`src/rtl/oam_dma_arbiter.sv`:
```
// OAM DMA arbiter: owns the 0xFF46 source-page register, copies one page into OAM
// and shares the system bus between the DMA engine and the CPU.
module oam_dma_arbiter #(
  parameter int          DMA_LEN       = 160,
  parameter logic [15:0] DMA_DEST_BASE = 16'hFE00,
  parameter int          START_DELAY   = 4,
  parameter logic [15:0] REG_ADDR      = 16'hFF46
) (
  input  logic        clk,
  input  logic        rst,
  input  logic [15:0] cpu_a,
  input  logic [7:0]  cpu_dout,
  input  logic        cpu_rd,
  input  logic        cpu_wr,
  output logic [7:0]  cpu_din,
  output logic [15:0] bus_a,
  output logic [7:0]  bus_dout,
  input  logic [7:0]  bus_din,
  output logic        bus_rd,
  output logic        bus_wr,
  output logic        hi_rd,
  output logic        hi_wr,
  input  logic [7:0]  hi_din,
  output logic        dma_active
);

  localparam logic [1:0] S_IDLE  = 2'd0;
  localparam logic [1:0] S_DELAY = 2'd1;
  localparam logic [1:0] S_XFER  = 2'd2;

  localparam logic [7:0] LAST_IDX = 8'(DMA_LEN - 1);
  localparam logic [7:0] DLY_INIT = 8'(START_DELAY - 1);

  logic [1:0]  state;
  logic [1:0]  phase;
  logic [7:0]  dma_reg;
  logic [7:0]  idx;
  logic [7:0]  data;
  logic [7:0]  dly_cnt;
  logic        wr_hit_q;

  logic        reg_sel;
  logic        hi_sel;
  logic        wr_hit;
  logic        trig;
  logic [7:0]  src_hi;
  logic [15:0] src;
  logic [15:0] dst;

  assign reg_sel    = (cpu_a == REG_ADDR);
  assign hi_sel     = (cpu_a >= 16'hFF80);
  assign wr_hit     = cpu_wr && reg_sel;
  // Edge detect so a strobe held over several clocks starts only one copy.
  assign trig       = wr_hit && !wr_hit_q;
  // Pages 0xE0-0xFF alias onto echo RAM at 0xC0-0xDF.
  assign src_hi     = (dma_reg >= 8'hE0) ? (dma_reg & 8'hDF) : dma_reg;
  assign src        = {src_hi, idx};
  assign dst        = DMA_DEST_BASE + {8'h00, idx};
  assign dma_active = (state != S_IDLE);

  always_ff @(posedge clk or posedge rst) begin
    if (rst) begin
      state    <= S_IDLE;
      phase    <= 2'd0;
      dma_reg  <= 8'hFF;
      idx      <= 8'h00;
      data     <= 8'h00;
      dly_cnt  <= 8'h00;
      wr_hit_q <= 1'b0;
    end else begin
      wr_hit_q <= wr_hit;
      if (trig) begin
        dma_reg <= cpu_dout;
        idx     <= 8'h00;
        phase   <= 2'd0;
        dly_cnt <= DLY_INIT;
        state   <= S_DELAY;
      end else begin
        case (state)
          S_DELAY: begin
            if (dly_cnt == 8'h00) begin
              state <= S_XFER;
              phase <= 2'd0;
            end else begin
              dly_cnt <= dly_cnt - 8'h01;
            end
          end
          S_XFER: begin
            phase <= phase + 2'd1;
            if (phase == 2'd1) data <= bus_din;
            if (phase == 2'd3) begin
              if (idx == LAST_IDX) state <= S_IDLE;
              else                 idx   <= idx + 8'h01;
            end
          end
          default: state <= S_IDLE;
        endcase
      end
    end
  end

  always_comb begin
    bus_a    = 16'h0000;
    bus_dout = 8'h00;
    bus_rd   = 1'b0;
    bus_wr   = 1'b0;
    hi_rd    = 1'b0;
    hi_wr    = 1'b0;
    cpu_din  = 8'hFF;
    if (reg_sel) begin
      cpu_din = dma_reg;
    end else if (hi_sel) begin
      hi_rd   = cpu_rd;
      hi_wr   = cpu_wr;
      cpu_din = hi_din;
    end else if (state != S_XFER) begin
      bus_a    = cpu_a;
      bus_dout = cpu_dout;
      bus_rd   = cpu_rd;
      bus_wr   = cpu_wr;
      cpu_din  = bus_din;
    end
    // DMA owns the bus in XFER; CPU low-page accesses were already dropped above.
    if (state == S_XFER) begin
      case (phase)
        2'd0, 2'd1: begin
          bus_a  = src;
          bus_rd = 1'b1;
        end
        2'd2: begin
          bus_a    = dst;
          bus_dout = data;
          bus_wr   = 1'b1;
        end
        default: ;
      endcase
    end
    if (rst) begin
      bus_a  = 16'h0000;
      bus_rd = 1'b0;
      bus_wr = 1'b0;
      hi_rd  = 1'b0;
      hi_wr  = 1'b0;
    end
  end

endmodule

```
`config.mk`:
```
export PLATFORM = sky130hd
export DESIGN_NAME = oam_dma_arbiter
export DESIGN_NICKNAME = d
export VERILOG_FILES = /design/src/rtl/oam_dma_arbiter.sv
export SDC_FILE = /design/constraint.sdc
export NUM_CORES = 1
export LEC_CHECK = 0
export ABC_AREA = 1
export ABC_CLOCK_PERIOD_IN_PS = 2000
export BUFFER_PORTS_ARGS = -buffer_cell sky130_fd_sc_hd__buf_2
export CAP_MARGIN = 10
export CORE_UTILIZATION = 48
export DETAILED_ROUTE_END_ITERATION = 8
export MAX_ROUTING_LAYER = met4
export PLACE_DENSITY = 0.76
export SYNTH_ARGS = -nofsm -noshare
export SYNTH_HDL_FRONTEND = slang
export SYNTH_SLANG_ARGS = --single-unit
export TNS_END_PERCENT = 1
```
`constraint.sdc`:
```
create_clock -name clk -period 2 [get_ports clk]
set_clock_uncertainty 0.1 [all_clocks]
set_input_delay 0.2 -clock clk [delete_from_list [all_inputs] [get_ports clk]]
set_output_delay 0.2 -clock clk [all_outputs]
set_load 0.01 [all_outputs]
```
==> results_dict.tcl <==
set metrics [dict create \
    cts_root_buffer "clkbuf_8" \
    port_buffers 80 \
    first_iter_violations 152 \
    timing.final.ws_setup_ps -54.1 \
    cp-start-kind "register" \
    crit_path_end_kind "output port" \
    wire_per_inst_um 12.1 \
    layout.nets 575 \
    drive_above_1_share_pct 28.8 \
    status "complete, but fails checks" \
    busiest_layer "met2" \
    leakage_nw 1.84 \
    worstMarginPinSlew_ps 479 \
    drtPass1Iterations 4 \
    met1_usage_pct 30.8 \
    clk_latency_ps 290 \
    slew_headroom_pct 68.1 \
    fin_crit_sh_pct 103 \
    drv_cap 0 \
    io-pin-count 81 \
    ctsHtreeMaxLevel 2 \
    num_rows 26 \
    cts_buffers 5 \
    num_vias 2949 \
    fin_tns_setup_ps -306 \
    worst-setup-path-type "register to output port" \
    ys_seq_area_share_pct 35.1 \
    gp_congestion 0.855 \
    slew_viol_final 0 \
    grt_pass1_vias 2672 \
    netlist_area_mm2 0.00267 \
    ys_seq_elements 37 \
    fmaxAchievable_mhz 487 \
    syn_nets 480 \
    ant_nets 0 \
    yosysTopAreaCell "dfrtp_1" \
    drc 0 \
    synth_common_cells "nand2_1, inv_1, nor2_1" \
    finalHoldViolations 0 \
    hold-worst-slack_ps 35.8 \
    ys.flop_type "dfrtp_1" \
    areaGrowthSynthToFinish_pct 30.0 \
    multi_input_area_mm2 0.00150 \
    violations "setup timing" \
    cts_tree "built" \
    dieArea_mm2 0.00587 \
    worstPathRequired_ps 1700 \
    cts.sinks 37 \
    cp_data_arrival_time_ps 1750 \
    holdBufCountCts 0 \
    slowest_stage "dfrtp_2" \
    synth.avg_cell_area_um2 6.22 \
    synth-edff-count 0 \
    synth.area.top_cells "dfrtp_1, nand2_1, inv_1" \
    vias_per_cell 4.96 \
    fillers 480 \
    seq_area_um2 938 \
    preCtsSetupSlack_ps 116 \
    netlist-cell-type-count 26 \
    ys.warnings.count 0 \
    n_antenna_cell 0 \
    clockBufferDepth 2 \
    utilization_pct 66.3 \
    slowest_delay_ps 450 \
    path_cells "inv_2 > ha_2 > or2_4 > nor2_4 > nor2_4 > nand2_1 > a21oi_2 > buf_2" \
    core_area_mm2 0.00524 \
    rsz0062_at_grt "true" \
    yosysTopAreaCellShare_pct 27.2 \
    setup_viol 8 \
    use_met2_pct 42.7 \
    worst_path_most_repeated_cell "nor2_4" \
    clk_pin_slew_ps 80 \
    peakVddDrop_mv 0.300 \
    grt_util_all_layers_pct 25.5 \
    path_max_fanout 8 \
    gr-total-overflow 0 \
    fin_area_mm2 0.00347 \
    wirelength_um 7180 \
    ys_async_sr_fraction_pct 100 \
    die_h_um 76.6 \
    period_needed_ps 2050 \
    detailed_place_hpwl_um 5300 \
    grt_pass1_wl_um 11800 \
    hold_class "input pin to register" \
    grt_max_degree 38 \
    initial_utilization_pct 51.0 \
    die_w_um 76.6 \
    yosysMostFrequentCell "nand2_1" \
    grt_use_met3_pct 4.79 \
    antenna_found_initial 0 \
    p_per_area_mw_per_mm2 564 \
    syn_inst 429 \
    dpl_cell_area_mm2 0.00320 \
]
-- path summary, 6_finish.rpt --
kind                       slack [ps]  depth (start not counted)            startpoint                      to
max                               -50                          8  phase[1]$_DFFE_PP0P_                bus_a[2]
min                                40                          3           cpu_dout[5]  dma_reg[5]$_DFFE_PP1P_
max reg2reg                       270                          8    idx[0]$_DFFE_PP0P_      idx[0]$_DFFE_PP0P_
min reg2reg                       380                          2   data[3]$_DFFE_PP0P_     data[3]$_DFFE_PP0P_
max in group asynchronous        1320                          3                   rst    phase[0]$_DFFE_PP0P_
min in group asynchronous         120                          3                   rst      idx[7]$_DFFE_PP0P_
-- cells in the final DEF, fill, tap and decap left out, types with 2 or more instances in the layout --
cell,n
a21oi_1,14
a21oi_2,4
buf_2,80
buf_4,20
clkbuf_8,5
dfrtp_1,27
dfrtp_2,2
dfstp_2,8
ha_1,5
inv_1,58
inv_2,6
inv_4,2
nand2_1,139
nand2_2,2
nand2_4,2
nand3_1,37
nand4_1,5
nor2_1,51
nor2_2,3
nor2_4,4
nor3_1,4
nor4_1,2
o21ai_0,26
o21ai_1,2
o21ai_2,4
xor2_1,2
-- cell families after synthesis --
logic type                 Yosys count  share of synthesized area (%)
AOI/OAI and AO/OA                   52                           9.93
xor gates and xnor gates             2                          0.656
adders and majority gates            7                           3.28
buffers and inverters               80                           11.9
DFF                                 37                           35.1
and+or+nand+nor                    251                           39.2
-- where the power goes --
group	switching, W	total (W)	internal [W]
registers	0.0000662	0.000876	0.000810
clock network	0.000283	0.000656	0.000373
logic	0.000245	0.000426	0.000181
total	0.000594	0.00196	0.00136
-- worst max-delay path: cells and delay by family, from the launching register on --
| kind | cells | cell delay [ps] |
|---|---|---|
| AOI/OAI and AO/OA | 1 | 130 |
| and+or+nand+nor | 4 | 470 |
| adders and majority gates | 1 | 200 |
| DFF | 1 | 450 |
| buffers and inverters | 2 | 230 |
-- final cells by class --
cell class | instances | share of cell area (%)
clock buffer | 5 | 1.98
clock inverter | 3 | 1.33
inverter | 67 | 7.39
multi-input combinational | 312 | 43.3
sequential | 37 | 27.0
tap | 70 | 2.52
timing repair buffer | 101 | 16.4
-- through the flow --
stage,cells,total power [W]
floorplan,429,0.00113
global placement,578,0.00129
detailed placement,578,0.00130
CTS,591,0.00197
global route,595,0.00207
finish,595,0.00196
-- routing by layer --
layer / vias up / part of all wire [%]
met2: 92 / 48
met4: 0 / 1.3
met5: - / 0
met3: 10 / 5.7
li1: 1520 / -
met1: 1327 / 45
-- what timing repair did --
action	CTS	global route
hold endpoints to repair	0	0
pin swaps	6	10
endpoints found under the setup margin	17	27
resized for setup	19	14
setup buffers	5	4
Note: power is estimated with default switching activity, not from simulation.
